<file path="src/rtl/vma_mem_port.sv">
`default_nettype none
// +----------------------------------------------------------------------------+
// | vma_mem_port : VMA/MD memory-bus responder (req/ack handshake, NXM abort)  |
// | Revision     : 1.0                                                         |
// +----------------------------------------------------------------------------+
module vma_mem_port #(
  parameter int ADDR_W  = 22,
  parameter int TIMEOUT = 255
) (
  input  logic              clk_i,
  input  logic              rst_ni,
  input  logic [31:0]       vma_i,
  input  logic [31:0]       md_in_i,
  input  logic              memrd_i,
  input  logic              memwr_i,
  input  logic              nxm_clr_i,
  output logic              mem_req_o,
  output logic              mem_write_o,
  output logic [ADDR_W-1:0] mem_addr_o,
  output logic [31:0]       mem_wdata_o,
  input  logic              mem_ack_i,
  input  logic [31:0]       mem_rdata_i,
  output logic [31:0]       md_o,
  output logic              mem_done_o,
  output logic              busy_o,
  output logic              nxm_o
);

  localparam int CNT_W = (TIMEOUT > 1) ? $clog2(TIMEOUT) : 1;
  localparam logic [CNT_W-1:0] C_CNT_LAST = CNT_W'(TIMEOUT - 1);

  typedef enum logic [0:0] {
    S_IDLE = 1'b0,
    S_REQ  = 1'b1
  } state_e;

  state_e             state_q, state_d;
  logic               req_q, req_d;
  logic               write_q, write_d;
  logic [ADDR_W-1:0]  addr_q, addr_d;
  logic [31:0]        wdata_q, wdata_d;
  logic [31:0]        md_q, md_d;
  logic               done_q, done_d;
  logic               nxm_q, nxm_d;
  logic [CNT_W-1:0]   cnt_q, cnt_d;
  logic               nxm_set;

  // Upper VMA bits are virtual-only and never reach the physical bus.
  generate
    if (ADDR_W < 32) begin : g_vma_unused
      logic unused_vma_hi;
      assign unused_vma_hi = ^vma_i[31:ADDR_W];
    end
  endgenerate

  always_comb begin
    state_d = state_q;
    req_d   = req_q;
    write_d = write_q;
    addr_d  = addr_q;
    wdata_d = wdata_q;
    md_d    = md_q;
    done_d  = 1'b0;
    cnt_d   = cnt_q;
    nxm_set = 1'b0;

    case (state_q)
      S_IDLE: begin
        if (memwr_i || memrd_i) begin
          addr_d  = vma_i[ADDR_W-1:0];
          write_d = memwr_i;
          req_d   = 1'b1;
          cnt_d   = '0;
          state_d = S_REQ;
          if (memwr_i) begin
            wdata_d = md_in_i;
          end
        end
      end
      S_REQ: begin
        // An ack on the last permitted cycle still completes the transfer.
        if (mem_ack_i) begin
          req_d   = 1'b0;
          done_d  = 1'b1;
          state_d = S_IDLE;
          if (!write_q) begin
            md_d = mem_rdata_i;
          end
        end else if (cnt_q == C_CNT_LAST) begin
          req_d   = 1'b0;
          nxm_set = 1'b1;
          state_d = S_IDLE;
        end else begin
          cnt_d = cnt_q + 1'b1;
        end
      end
      default: begin
        state_d = S_IDLE;
        req_d   = 1'b0;
      end
    endcase

    if (nxm_set) begin
      nxm_d = 1'b1;
    end else if (nxm_clr_i) begin
      nxm_d = 1'b0;
    end else begin
      nxm_d = nxm_q;
    end
  end

  always_ff @(posedge clk_i or negedge rst_ni) begin
    if (!rst_ni) begin
      state_q <= S_IDLE;
      req_q   <= 1'b0;
      write_q <= 1'b0;
      addr_q  <= '0;
      wdata_q <= '0;
      md_q    <= '0;
      done_q  <= 1'b0;
      nxm_q   <= 1'b0;
      cnt_q   <= '0;
    end else begin
      state_q <= state_d;
      req_q   <= req_d;
      write_q <= write_d;
      addr_q  <= addr_d;
      wdata_q <= wdata_d;
      md_q    <= md_d;
      done_q  <= done_d;
      nxm_q   <= nxm_d;
      cnt_q   <= cnt_d;
    end
  end

  assign mem_req_o   = req_q;
  assign mem_write_o = write_q;
  assign mem_addr_o  = addr_q;
  assign mem_wdata_o = wdata_q;
  assign md_o        = md_q;
  assign mem_done_o  = done_q;
  assign busy_o      = (state_q == S_REQ);
  assign nxm_o       = nxm_q;

endmodule
`default_nettype wire

</file>
<file path="config.mk">
export PLATFORM = sky130hd
export DESIGN_NAME = vma_mem_port
export DESIGN_NICKNAME = d
export VERILOG_FILES = /design/src/rtl/vma_mem_port.sv
export SDC_FILE = /design/constraint.sdc
export NUM_CORES = 1
export LEC_CHECK = 0
export CELL_PAD_IN_SITES_DETAIL_PLACEMENT = 0
export CELL_PAD_IN_SITES_GLOBAL_PLACEMENT = 2
export CORE_MARGIN = 2
export CORE_UTILIZATION = 28
export DETAILED_ROUTE_END_ITERATION = 7
export GPL_TIMING_DRIVEN = 0
export PLACE_DENSITY = 0.95
export SLEW_MARGIN = 20
export SYNTH_ARGS = -nofsm -noshare
export SYNTH_HDL_FRONTEND = slang
export SYNTH_SLANG_ARGS = --single-unit
</file>
<file path="constraint.sdc">
create_clock -name clk_i -period 4.28 [get_ports clk_i]
set_input_delay 0.856 -clock clk_i [delete_from_list [all_inputs] [get_ports clk_i]]
set_output_delay 0.856 -clock clk_i [all_outputs]
set_load 0.01 [all_outputs]
</file>
Word-level counts from Yosys, hierarchy flattened
Cells that the tools add are included.

word-level totals
  register bits = 99
  word-level logic and storage cells = 43
  output and inout port bits = 91
  bits of input ports = 102

operators by class
  equal/unequal tests = 5
  reduce and logical (&&, ||, !) cells = 7
  bitwise gates (word level) = 2
  mux-type cells = 19
  add/sub/neg operators = 1

operators with widths
  operator                                        count
  two-way mux 8 bit                               3
  case mux 8 bit (2 select lines)                 1
  two-way mux 1 bit                               13
  AND reduction 3 bit                             3
  adder 8 x 1 -> 8 bit (second input constant)    1
  equality test 8 bit (second input constant)     1
  != test 2 bit (second input constant)           3
  case mux 1 bit (2 select lines)                 2
  AND reduction 2 bit                             2
  != test 3 x 2 -> 1 bit (second input constant)  1
  NOT 1 bit                                       2
  nonzero test 2 bit                              1
  logical OR 1 bit                                1

Logic depth before layout (Yosys ltp)
Gate-level depths: netlist of the first run.

  depth in word-level cells = 5
  depth in mapped cells = 6
  mapped depth without buffers = 6

Least setup slack after synthesis of the first run
No wires, ideal clock.

  path type = in2reg
  start point = in memrd_i
  end point = reg addr_q[10], in the netlist mem_addr_o[10]
  data required time = 4155 ps
  setup time = 125 ps
  data arrival time = 1756 ps
  path slack = 2399 ps
  buffers on the path = 1
  stages on the path = 3
  cells stage by stage = o21bai_2 buf_2 mux2_2

between the ends
  cells in the longest elaborated chain, start to end = 2

ends and longest elaborated chain
  item                                  line  RTL
  start, declared                       14    input logic memrd_i,
  logical OR 1 bit                      69    if (memwr_i || memrd_i) begin
  AND reduction 2 bit (no source line)  n/a
  end signal, assigned                  127   addr_q <= addr_d;
  end, declared                         40    logic [ADDR_W-1:0] addr_q, addr_d;

Every way passes these cells.
A chain may end at the register's enable or synchronous reset.

Worst setup path in the final report of the first run
  start point = reg state_q, in the netlist busy_o
  end point = out busy_o

RTL lines
  item                    line  RTL
  start, declared         37    state_e state_q, state_d;
  start signal, assigned  124   state_q <= state_d;
  end, declared           25    output logic busy_o,

No word-level cell between the ends.

==> results by group, run 1 <==
Run status
  • Status: finished clean

STA
  • Slew Viols, Final: 0
  • Fmax: 438 MHz
  • Slew headroom: 69.4%
  • Slew @ Worst Pin: 0.458 ns
  • Period minus WS final: 2.28 ns
  • Clk_skew: 0.00458 ns
  • Hold Fails Final Rpt: 0
  • Final setup viols: 0
  • Setup TNS: 0 ns
  • RSZ-0062 raised after global routing: no
  • Final worst-path cycle share: 53.3%

Clock network
  • Clock slew at reported path FFs: 0.06 ns
  • Sink Count: 99
  • Hold_buf cts: 0
  • Clock buffer depth: 2
  • Worst skew pair latency: 0.34 ns
  • H-tree depth: 3
  • Total CTS buffers: 9
  • Post-CTS Setup Bufs: 0
  • CTS tree: done
  • Root buffer cell: clkbuf_16
  • # resized after CTS: 0

Synth
  • Cells after Synth: 246
  • Synthesized Nets: 350
  • Number of enable flip-flop cells after synthesis: 0
  • Post-synthesis sequential area ratio: 62.3%
  • Post-Syn Area per Cell: 16.2 µm²
  • Syn Std Cell Area: 0.00397 mm²
  • #FFs+latches synth: 99
  • Number of synthesis warnings: 0
  • Ys async rst share: 100%
  • Main synth FF type: dfrtp_1
  • Cell variety after synth: 36

Global route
  • Initial antenna violation count: 0
  • GRT Residual Overflow: 0
  • First-pass GRT wire length: 14900 µm
  • All-Layer GR Usage: 12.8%
  • Pin count of the biggest net entering global routing: 77
  • Vias in the first global route: 2955

Placement
  • GP Congestion: 0.735
  • Hpwl dp: 7230 µm
  • Placed insts: 609
  • Post-DP Area: 0.00605 mm²
  • IO Port Bufs: 182

Layout
  • Syn-to-layout area delta: 60.0%
  • Final Instance Area: 0.00636 mm²
  • Final core utilization: 45.8%
  • Number of fill cells: 1230
  • Number of diodes: 0
  • Final nets: 544
  • Layout cells sized above 1: 24.0%
  • Most frequent cells in the layout: 181 x clkdlybuf4s50_1, 99 x dfrtp_1, 44 x mux2_2
  • Most common cell after layout, fill and taps aside: clkdlybuf4s50_1
  • Final non-filler cell total: 625

Floorplan
  • Row count: 43
  • Core Region: 0.0139 mm²
  • Die width: 123 µm
  • Die area: 0.0152 mm²
  • IO Pins: 193
  • Die Height: 123 µm
  • Initial Util: 28.6%

Worst setup path
  • WP buf/inv: 1
  • Critical path class: register to output port
  • Setup crit start kind: register
  • CP max stage cell: clkdlybuf4s50_1
  • Crit path required time: 3.42 ns
  • CP max stage delay: 0.60 ns
  • Worst Setup End Kind: output port
  • CP delay by family, top: buffers and inverters
  • Worst-path cell chain: clkdlybuf4s50_1
  • Critical path peak fanout: 9
  • Crit path DAT: 1.42 ns

Routing
  • Routed length per instance: 15.5 µm
  • Antenna Violating Nets Remaining: 0
  • Via count: 2763
  • Initial DRC Count: 78
  • DR DRC count: 0
  • Drt total wl: 9690 µm
  • Routed vias/inst: 4.42
  • Drt pass-1 iters: 4

Pwr
  • Pwr per Cell Area: 621 mW/mm²
  • Peak supply drop: 0.241 mV
  • Leakage: 2.72 nW

Run
  • Max_cap viols: 0

Hold path
  • Worst min-delay path class: input pin to asynchronous set/reset pin
## cell type report
| class | instances | area (µm²) | share of cell area (%) |
|---|---|---|---|
| flip-flops and latches | 99 | 2480 | 39.0 |
| clock inverters | 1 | 30.0 | 0.472 |
| clock buffers | 15 | 278 | 4.37 |
| inverters | 3 | 11.3 | 0.177 |
| repair buffers | 183 | 1850 | 29.1 |
| well taps | 180 | 225 | 3.54 |
| multi-input cells | 133 | 1410 | 22.1 |
| plain buffers | 11 | 78.8 | 1.24 |
## cells in the mapped netlist (3+ instances only)
cell       n  share of area (%)
nand2b_1   3               0.47
nand3_1    6               0.76
buf_6      4                1.1
dfrtp_1   99                 62
nand2_1    5               0.47
o21ai_0    4               0.50
mux2_2    44                 12
buf_2      6               0.76
mux2_1    13                3.7
nor2_1     3               0.28
mux2_4    30                 11
## where the power goes
part           internal [mW]  total (mW)  switching (mW)  leakage, nW
clock                  0.502       0.830           0.328        0.150
combinational           1.06        1.61           0.546         1.39
sequential              1.30        1.51           0.208         1.18
## logic make-up (layout without fill, tap and decap cells)
logic type / count (synthesis) / after routing / synth area share, %
AOI/OAI and AO/OA: 14 / 14 / 2.96
DFF: 99 / 99 / 62.3
adders and majority gates: 2 / 2 / 0.630
buffers and inverters: 14 / 213 / 2.27
xor gates and xnor gates: 2 / 2 / 0.441
muxes: 87 / 87 / 27.5
and+or+nand+nor: 28 / 28 / 3.87
## per-stage QoR
stage	hold slack, ns	power [mW]	worst slack, ns
after global routing	0.364	4.19	1.89
after floorplan	0.481	2.21	2.40
after CTS	0.354	4.01	1.96
final	0.363	3.95	2.00
after global placement	0.468	3.11	-1.32
after detailed placement	0.479	3.15	1.62
## routing by layer
layer	GRT usage, %	part of all wire [%]
met3	5.17	11
met4	5.97	2.0
met1	15.7	42
met5	0	0
met2	19.7	45
## sequential cells by signal, indices dropped and copies added (netlist names)
register     cells
cnt_q            8
mem_addr_o      22
nxm_o            1
md_o            32
mem_done_o       1
busy_o           1
mem_req_o        1
mem_write_o      1
mem_wdata_o     32
## final timing paths
check                                start              end  slack [ns]  cells after the start
max in group asynchronous           rst_ni         cnt_q[2]        3.26                      2
min in group clk_i         mem_wdata_o[14]  mem_wdata_o[14]        0.48                      1
max reg2reg                         busy_o  mem_wdata_o[12]        2.61                      4
min reg2reg                mem_wdata_o[14]  mem_wdata_o[14]        0.48                      1
min                                 rst_ni         md_o[23]        0.36                      1
max                                 busy_o           busy_o        2.00                      1
No activity file was read; power rests on OpenSTA's default activity.
==> inputs of run 2 (changes only) <==
Settings changed: CORE_UTILIZATION 28 to 26, PLACE_DENSITY 0.95 to 0.91.
Clock period 4.28 ns to 2.2 ns, I/O delays scaled along.
==> run 2 against run 1 <==
First-iteration DRC count up 21%. Critical path type unchanged. Clock power up 81%. Critical endpoint unchanged. Largest power group unchanged. Clock skew about the same. Routed wire length up 2.5%. Non-clock buffer count up 1. Flip-flop and latch count unchanged. Power up 92%.
==> results by group, run 2 (synthesis gave the netlist of run 1 again) <==
Run status
  • Status: finished clean

Layout
  • Number of fill cells: 1394 (+13%)
  • Most frequent cells in the layout: 181 x clkdlybuf4s50_1, 99 x dfrtp_1, 44 x mux2_2
  • Syn-to-layout area delta: 59.6%
  • Most common cell after layout, fill and taps aside: clkdlybuf4s50_1
  • Number of diodes: 0 (unchanged)
  • Final core utilization: 42.0% (-3.8 points)
  • Final nets: 545 (+0.18%)
  • Layout cells sized above 1: 23.9% (-0.12 points)

Worst setup path
  • Critical path class: register to output port
  • CP max stage delay: 0.61 ns (about the same)
  • CP max stage cell: clkdlybuf4s50_1
  • WP buf/inv: 1 (unchanged)
  • Worst-path cell chain: clkdlybuf4s50_1
  • Setup crit start kind: register
  • CP delay by family, top: buffers and inverters
  • Worst Setup End Kind: output port
  • Critical path peak fanout: 9 (unchanged)
  • Crit path DAT: 1.44 ns (+0.02 ns)
  • Crit path required time: 1.76 ns (-1.66 ns)

Clock network
  • H-tree depth: 3 (unchanged)
  • # resized after CTS: 0 (unchanged)
  • Total CTS buffers: 9 (unchanged)
  • Clock buffer depth: 2 (unchanged)
  • Sink Count: 99 (unchanged)
  • Post-CTS Setup Bufs: 0 (unchanged)
  • Clock slew at reported path FFs: 0.06 ns (about the same)
  • Worst skew pair latency: 0.34 ns (about the same)
  • CTS tree: done
  • Root buffer cell: clkbuf_16

STA
  • Worst hold slack: 0.487 ns (+0.124 ns)
  • Fmax: 532 MHz
  • Period minus WS final: 1.88 ns
  • Slew @ Worst Pin: 0.502 ns (+0.0439 ns)
  • Setup TNS: 0 ns (unchanged)
  • Final worst-path cycle share: 85.5%
  • Final setup viols: 0 (unchanged)
  • Clk_skew: 0.00468 ns (+0.000103 ns)
  • RSZ-0062 raised after global routing: no
  • Slew headroom: 66.5% (-2.9 points)
  • Hold Fails Final Rpt: 0 (unchanged)
  • Final worst slack: 0.319 ns (-1.68 ns)
  • Slew Viols, Final: 0 (unchanged)

Floorplan
  • Core Region: 0.0151 mm² (+8.7%)
  • Row count: 45 (+4.7%)
  • IO Pins: 193 (unchanged)
  • Die width: 128 µm (+3.7%)
  • Die area: 0.0163 mm² (+7.4%)
  • Initial Util: 26.3% (-2.3 points)
  • Die Height: 128 µm (+3.7%)

Routing
  • Routed length per instance: 15.7 µm (+1.5%)
  • Via count: 2757 (-0.22%)
  • DR DRC count: 0 (unchanged)
  • Antenna Violating Nets Remaining: 0 (unchanged)
  • Routed vias/inst: 4.37 (-1.2%)
  • Drt total wl: 9920 µm (+2.5%)
  • Drt pass-1 iters: 7 (+3)
  • Initial DRC Count: 94 (+21%)

Hold path
  • Worst min-delay path class: register to register

Pwr
  • Leakage: 2.70 nW (-0.58%)
  • Pwr per Cell Area: 1190 mW/mm² (+92%)
  • Peak supply drop: 0.435 mV (+81%)
  • Tot Pwr: 7.56 mW (+92%)

Global route
  • Vias in the first global route: 3016 (+2.1%)
  • Initial antenna violation count: 0 (unchanged)
  • GRT Residual Overflow: 0 (unchanged)
  • All-Layer GR Usage: 12.6% (-0.23 points)
  • First-pass GRT wire length: 15800 µm (+6.3%)
  • Pin count of the biggest net entering global routing: 80 (+3.9%)

Placement
  • Pre-CTS setup slack: -0.0370 ns (-1.66 ns)
  • GP Congestion: 0.726 (-1.2%)
  • IO Port Bufs: 182 (unchanged)
  • Hpwl dp: 7320 µm (+1.2%)

Run
  • Max_cap viols: 0 (unchanged)
## run 2: changes by cell type in the layout (fill, tap and decap cells not counted), sizes merged
| cell | change |
|---|---|
| clkbuf | -5 |
| clkinv | +1 |
| clkinvlp | +1 |
| dlygate4sd3 | +1 |
## run 2: final timing paths
check / start / end / slack (ns) / cells after the start
max: busy_o / busy_o / 0.32 / 1
min: mem_wdata_o[8] / mem_wdata_o[8] / 0.49 / 1
max reg2reg: busy_o / mem_wdata_o[10] / 0.53 / 4
min reg2reg: mem_wdata_o[8] / mem_wdata_o[8] / 0.49 / 1
max in group asynchronous: rst_ni / mem_addr_o[17] / 1.02 / 3
min in group asynchronous: rst_ni / md_o[22] / 0.53 / 2
## run 2: stage by stage
| step | instances | area, µm² |
|---|---|---|
| 2_1_floorplan | 246 | 3970 |
| 3_3_place_gp | 616 | 6030 |
| 3_5_place_dp | 617 | 6060 |
| 4_1_cts | 631 | 6340 |
| 5_1_grt | 631 | 6340 |
| 6_report | 631 | 6340 |
## run 2: worst reg2reg max path, cell delays in order, from the launching register on
cell,delay (ns)
dfrtp_1,0.47
nor2b_1,0.15
clkbuf_1,0.25
buf_2,0.32
mux2_1,0.36
## run 2: repair_timing
item                                    in CTS  in global routing
hold endpoints to repair                    20                  0
endpoints found under the setup margin       0                  0
hold buffers                                 1                  0
## run 2: per-layer routing
metal	global-route usage [%]	part of all wire (%)
met1	14.7	40
met2	20.7	48
met3	4.56	9.5
met4	5.69	1.9
met5	0	0
## run 2: where the power goes
group	internal, mW	switching (mW)
Sequential	2.53	0.411
Clock	0.861	0.635
Combinational	2.07	1.05
Total	5.45	2.10
## run 2: final cells by class
type / instances / area [µm²] / share of cell area (%)
flip-flops and latches: 99 / 2480 / 39.1
clock inverters: 3 / 42.5 / 0.671
well taps: 188 / 235 / 3.71
repair buffers: 184 / 1860 / 29.3
inverters: 3 / 11.3 / 0.178
multi-input cells: 133 / 1410 / 22.2
plain buffers: 11 / 78.8 / 1.24
clock buffers: 10 / 229 / 3.61
